### config.mk
export PLATFORM = sky130hd
export DESIGN_NAME = ks_gp_preproc
export DESIGN_NICKNAME = d
export VERILOG_FILES = /design/src/rtl/ks_pkg.sv /design/src/rtl/ks_skid_buf.sv /design/src/rtl/ks_gp_preproc.sv
export SDC_FILE = /design/constraint.sdc
export NUM_CORES = 1
export LEC_CHECK = 0
export ABC_CLOCK_PERIOD_IN_PS = 1900
export CAP_MARGIN = 20
export CORE_UTILIZATION = 35
export CTS_BUF_LIST = sky130_fd_sc_hd__clkbuf_8
export CTS_CLUSTER_DIAMETER = 40
export DETAILED_ROUTE_END_ITERATION = 12
export GPL_ROUTABILITY_DRIVEN = 0
export PLACE_DENSITY = 0.7
export SYNTH_ARGS = -nofsm -noshare
export SYNTH_HDL_FRONTEND = slang
export SYNTH_SLANG_ARGS = --single-unit
### constraint.sdc
create_clock -name clk -period 1.9 [get_ports clk]
set_input_delay 0.19 -clock clk [delete_from_list [all_inputs] [get_ports clk]]
set_output_delay 0.19 -clock clk [all_outputs]
set_load 0.005 [all_outputs]
### src/rtl/ks_pkg.sv
// Shared definitions for the 16-bit Kogge-Stone adder pipeline stages.
package ks_pkg;

  localparam int KS_WIDTH = 16;

  // One pre-processed word handed from the G/P stage to the prefix tree and sum stage.
  typedef struct packed {
    logic [KS_WIDTH-1:0] p;
    logic [KS_WIDTH-1:0] g;
    logic                cin;
  } gp_word_t;

  // Skid buffer occupancy; bit 1 is "main entry valid", bit 0 is "skid entry valid".
  typedef enum logic [1:0] {
    SKID_EMPTY = 2'b00,
    SKID_ONE   = 2'b10,
    SKID_FULL  = 2'b11
  } skid_state_e;

endpackage

### src/rtl/ks_skid_buf.sv
// Generic two-entry valid/ready skid buffer; every output comes straight from a flop.
module ks_skid_buf
  import ks_pkg::*;
#(
  parameter int DATA_W = 33
) (
  input  logic              clk,
  input  logic              rst_n,
  input  logic              in_valid,
  output logic              in_ready,
  input  logic [DATA_W-1:0] in_data,
  output logic              out_valid,
  input  logic              out_ready,
  output logic [DATA_W-1:0] out_data
);

  skid_state_e       state_q, state_d;
  logic [DATA_W-1:0] mData_q, mData_d;
  logic [DATA_W-1:0] sData_q, sData_d;
  logic              accept;
  logic              deliver;

  // The state encoding doubles as the registered handshake outputs.
  assign out_valid = state_q[1];
  assign in_ready  = ~state_q[0];
  assign out_data  = mData_q;

  assign accept  = in_valid & in_ready;
  assign deliver = out_valid & out_ready;

  // Next occupancy and entry contents; the main entry only changes when it is empty or being consumed.
  always_comb begin
    state_d = state_q;
    mData_d = mData_q;
    sData_d = sData_q;
    case (state_q)
      SKID_EMPTY: begin
        if (accept) begin
          mData_d = in_data;
          state_d = SKID_ONE;
        end
      end
      SKID_ONE: begin
        if (accept && deliver) begin
          mData_d = in_data;
        end else if (accept) begin
          sData_d = in_data;
          state_d = SKID_FULL;
        end else if (deliver) begin
          state_d = SKID_EMPTY;
        end
      end
      SKID_FULL: begin
        if (deliver) begin
          mData_d = sData_q;
          state_d = SKID_ONE;
        end
      end
      default: state_d = SKID_EMPTY;
    endcase
  end

  // State and data registers; reset empties both entries and clears the visible data.
  always_ff @(posedge clk or negedge rst_n) begin
    if (!rst_n) begin
      state_q <= SKID_EMPTY;
      mData_q <= '0;
      sData_q <= '0;
    end else begin
      state_q <= state_d;
      mData_q <= mData_d;
      sData_q <= sData_d;
    end
  end

endmodule

### src/rtl/ks_gp_preproc.sv
// Kogge-Stone pre-processing stage: per-bit propagate/generate with carry-in folded into bit 0.
module ks_gp_preproc
  import ks_pkg::*;
#(
  parameter int WIDTH = KS_WIDTH
) (
  input  logic             clk,
  input  logic             rst_n,
  input  logic             in_valid,
  output logic             in_ready,
  input  logic [WIDTH-1:0] in_a,
  input  logic [WIDTH-1:0] in_b,
  input  logic             in_cin,
  output logic             out_valid,
  input  logic             out_ready,
  output logic [WIDTH-1:0] out_p,
  output logic [WIDTH-1:0] out_g,
  output logic             out_cin
);

  localparam int WordW = 2 * WIDTH + 1;

  logic [WIDTH-1:0] pComb;
  logic [WIDTH-1:0] gComb;
  logic [WordW-1:0] inWord;
  logic [WordW-1:0] outWord;

  // Bit 0 absorbs the carry-in so the prefix tree never needs a separate cin input.
  always_comb begin
    pComb    = in_a ^ in_b;
    gComb    = in_a & in_b;
    gComb[0] = (in_a[0] & in_b[0]) | (pComb[0] & in_cin);
  end

  assign inWord = {pComb, gComb, in_cin};

  ks_skid_buf #(
    .DATA_W(WordW)
  ) u_skid (
    .clk      (clk),
    .rst_n    (rst_n),
    .in_valid (in_valid),
    .in_ready (in_ready),
    .in_data  (inWord),
    .out_valid(out_valid),
    .out_ready(out_ready),
    .out_data (outWord)
  );

  assign {out_p, out_g, out_cin} = outWord;

endmodule
### After elaboration in Yosys (flattened, before gate mapping)

Cells that the tools add are included.

| cells by class | value |
|---|---|
| equal/unequal tests | 7 |
| muxes and demuxes | 10 |
| bitwise gates (word level) | 9 |
| reduce and logical (&&, ||, !) cells | 6 |

Operators by type and width:

| cell | count |
|---|---|
| $mux 33 | 3 |
| $pmux 33 s3 | 1 |
| $and 16x16->16 | 1 |
| $xor 16x16->16 | 1 |
| $mux 2 | 5 |
| $reduce_and 4->1 | 2 |
| $ne 2x1->1 const B | 3 |
| $pmux 2 s3 | 1 |
| $and 1x1->1 | 4 |
| $eq 2x2->1 const B | 2 |
| $ne 3x1->1 const B | 1 |
| $reduce_and 3->1 | 1 |
| $reduce_bool 3->1 | 1 |
| $logic_not 2->1 | 1 |
| $ne 2x2->1 const B | 1 |
| $not 1->1 | 2 |
| $logic_and 1x1->1 | 1 |
| $or 1x1->1 | 1 |

| word-level totals | value |
|---|---|
| bits in registers | 68 |
| output and inout port bits | 35 |
| logic and storage cells | 35 |

### Depth between registers and ports, before layout

| logic depth | value |
|---|---|
| depth in word-level cells | 5 |
| gate-level depth with buffers | 8 |

### By module

Synthesis repeated with hierarchy kept, for this count alone.

| unflattened totals | value |
|---|---|
| cell total of the unflattened synthesis | 258 |
| area, all modules | 3375.7 µm² |

Modules (own cells, without submodules):

| module | times used | cells each | area an instance (µm²) | seq. area each (µm²) |
|---|---|---|---|---|
| ks_skid_buf | 1 | 241 | 3168.0 | 1701.6 |
| ks_gp_preproc | 1 | 17 | 207.7 | 0.0 |

### Least setup slack after synthesis

OpenSTA, ideal clock, no wires.

| timing | value |
|---|---|
| kind | flip-flop to flip-flop |
| start | reg u_skid.state_q[1] |
| end | reg u_skid.mData_q[0] (netlist: u_skid.out_data[0]) |
| data arrival time | 1.757 ns |
| data required time | 1.775 ns |
| path slack | 0.018 ns |
| cell stages (with the launch flop) | 6 |
| path buffers | 2 |
| period minus slack after synthesis | 1.882 ns |
| path through | dfrtp_1 -> ha_1 -> buf_2 -> clkbuf_1 -> mux2_2 -> mux2_4 |

| between the ends | value |
|---|---|
| longest elaborated chain between the ends | 4 |
| elaborated cells between the ends (all ways) | 11 |

RTL lines:

| item | line | text |
|---|---|---|
| start, declared | ks_skid_buf.sv:17 | `skid_state_e state_q, state_d;` |
| start signal, assigned | ks_skid_buf.sv:70 | `state_q <= state_d;` |
| $and 1x1->1 | ks_skid_buf.sv:29 | `assign deliver = out_valid & out_ready;` |
| $logic_and 1x1->1 | ks_skid_buf.sv:44 | `if (accept && deliver) begin` |
| $ne 2x1->1 (no source line) | - |  |
| $reduce_and 4->1 (no source line) | - |  |
| end signal, assigned | ks_skid_buf.sv:71 | `mData_q <= mData_d;` |
| end, declared | ks_skid_buf.sv:18 | `logic [DATA_W-1:0] mData_q, mData_d;` |

Several ways; a longest one is shown, not always the timed one.
A chain may end at the register's enable or synchronous reset.

### Final worst setup path

| timing | value |
|---|---|
| start | reg u_skid.state_q[1] |
| end | reg u_skid.mData_q[1] (netlist: u_skid.out_data[1]) |

Same word-level chain as after synthesis.

==> results by group <==
Critical path
  • Crit. End Element: flop
  • Worst Setup SP: u_skid.state_q[1]
  • Worst-path fanout max: 16
  • CP endpoint: u_skid.out_data[1]
  • Reg-to-reg critical path startpoint: u_skid.state_q[1]
  • Startpoint type of the worst setup path: flop
  • R2r setup slk: between 0.1 and 0.15 ns
  • Reg2reg path depth: 6
  • Critical path data required time: about 2.1 ns
  • CP Class: reg -> reg
  • Reg-to-Reg End: u_skid.out_data[1]
  • Data arrival, critical path: 1.99 ns

Drt
  • DR WL/cell: 14.71 um
  • DRT Wirelength: around 6400 um
  • First DRT Iteration DRCs: just over 40
  • Via count: roughly 2000
  • DR DRC count: 0
  • Post-DRT Antenna Nets: 0
  • Initial DRT Pass Iterations: 4
  • Via-per-instance ratio: between 4 and 5

Placed design
  • DP Wirelength: 4500 um
  • IO buf count: 71
  • DP Area: roughly 4400 um2
  • Place WS: approximately 0.054 ns

Power and ir drop
  • P_leak: 2.075 nW
  • Sw Pwr: around 0.0021 W
  • Sw Share: 29.17%
  • Comb power frac: about half
  • Power per cell area: 1604 nW/um2
  • VDD IR-drop max: slightly above 700 uV
  • Sequential power share: about 35%
  • Clock share of power: 16.3%
  • Internal Power: approximately 0.0052 W

Die
  • Die area: roughly 10000 um2
  • Die Wd: just over 100 um
  • I/O Pins: 72
  • Initial Util: 36.47%
  • Row cnt: 35
  • Core Region: between 9000 and 10000 um2
  • Chip Height: 100.6 um

CTS
  • CTS buffer count: 9
  • CTS tree: built
  • Clock root buffer master: clkbuf_8
  • Sink Count: 68
  • Clock-pin slew on the worst setup and hold paths: 0.08 ns
  • Clk_lat worst skew: 0.34 ns
  • Clk buf depth: 2
  • Htree depth: 3

STA
  • Fin. max-slew vios: 0
  • Unrepaired setup endpoints after global routing: false
  • Slew headroom: a little over two thirds
  • Setup ws final: 0.1241 ns
  • Min cycle time layout: approximately 1.8 ns
  • Final hold viol count: 0
  • Min Hold Slack: around 0.33 ns
  • Setup_tns: 0 ns
  • Period utilisation layout: between 90% and 100%
  • Worst Skew: 0.009461 ns
  • Final setup violation count: 0
  • Slew @ Worst Pin: around 0.45 ns
  • F_max: about 560 MHz

Yosys
  • Post-synth top area share: 50.02%
  • Post-synthesis instance total: 222
  • Flops & latches, synth: 68
  • Main synth FF type: dfrtp_1
  • Top post-synthesis cells by area: dfrtp_1 50%, mux2_2 22%, mux2_4 13%
  • Count of cell types in the netlist: 22
  • Syn nets: between 200 and 300
  • Synth Area per Inst: 15.32 um2
  • Yosys warns: 0
  • Post-Syn Area: between 3000 and 4000 um2
  • Asr flop ratio synth: 100.0%
  • Synth top cells by count: 68 x dfrtp_1, 67 x mux2_2, 30 x mux2_4
  • Number of flops mapped to enable cells by yosys: 0
  • Seq/Total Area, Yosys: between 50% and 60%
  • Count leader, synth: dfrtp_1
  • Largest area contributor in the netlist: dfrtp_1

Global routing
  • Pin count of the biggest net entering global routing: 37
  • Gr usage total: 13.89%
  • First-pass GRT wire length: approximately 11000 um
  • Vias in the first global route: approximately 2200
  • Initial antenna violation count: 0
  • Gr ovfl total: 0

Cells and area
  • Share of cells above drive strength 1: between 40% and 50%
  • # diodes: 0
  • Post-layout util: between 40% and 50%
  • Final nets: 360
  • P&R area growth vs syn: 34.28%
  • Post-route cell area: between 4000 and 5000 um2

Job
  • Maximum capacitance violations: 0

Outcome
  • Outcome: complete, no violations

Hold path
  • Hold Path Class: in -> async
worst min-delay path by stage:
stage	cells past startpoint	endpoint
floorplan	0	u_skid.out_data[0]
global placement	1	u_skid.sData_q[7]
CTS	2	u_skid.sData_q[7]
detailed placement	1	u_skid.sData_q[7]
finish	2	u_skid.sData_q[7]
global route	2	u_skid.out_data[23]
through the flow:
stage               total power, W  instances
global placement          0.006113        419
global route              0.007811        436
finish                    0.007328        436
detailed placement        0.006205        419
floorplan                 0.004828        222
CTS                       0.007443        436
power groups by stage:
stage	registers, W	clock network [W]	logic (W)
after floorplan	0.00248	0	0.00234
after global placement	0.00254	0	0.00357
after detailed placement	0.00256	0	0.00365
after CTS	0.00254	0.00124	0.00366
after global routing	0.00262	0.00130	0.00389
final	0.00253	0.00120	0.00360
flip-flops by register name, indices dropped and copies added (netlist names):
signal,flops
u_skid.out_data,33
u_skid.state_q,2
u_skid.sData_q,33
cells by family after synthesis:
group	synth area share, %
xor gates and xnor gates	0.2575
buffers and inverters	2.390
muxes	35.42
adders and majority gates	7.723
AOI/OAI and AO/OA	1.986
DFF	50.02
and+or+nand+nor	2.207
worst max-delay path: stages, from the launching register on:
cell,delay (ns)
dfrtp_1,0.48
inv_1,0.12
ha_1,0.25
a22oi_4,0.19
nand3b_4,0.13
buf_12,0.18
mux2_4,0.30
final cells by class:
cell class                 instances  area, um2
clock buffer                      10      137.6
clock inverter                     6      65.06
fill                             831       4760
inverter                           3      11.26
multi-input combinational        140       1624
sequential                        68       1703
tap                              129      161.4
timing repair buffer              80      865.8
cells in the final DEF, fill, tap and decap left out, types with 2 or more instances in the layout:
| cell | instances |
|---|---|
| mux2_4 | 30 |
| dfrtp_1 | 67 |
| inv_1 | 4 |
| o21ai_0 | 3 |
| mux2_2 | 67 |
| buf_12 | 7 |
| clkinv_4 | 3 |
| clkbuf_8 | 10 |
| nand2b_2 | 2 |
| buf_4 | 2 |
| a21oi_1 | 4 |
| ha_1 | 20 |
| nand2_1 | 4 |
| clkdlybuf4s50_1 | 70 |
what timing repair did:
action                                  in CTS  in global routing
gates resized for setup                      0                  1
setup buffers                                0                  0
endpoints found under the setup margin       0                  3
endpoints found under the hold margin       32                  0
hold buffers                                 1                  0
per-layer routing:
layer  GRT usage (%)  vias up  routed length (um)
li1                -      959                   -
met1           17.35     1017                2953
met2           22.87       50                3107
met3           3.883        8                 276
met4           5.351        0                  74
met5               0        -                   0
Power figures use the tool's default switching activity.
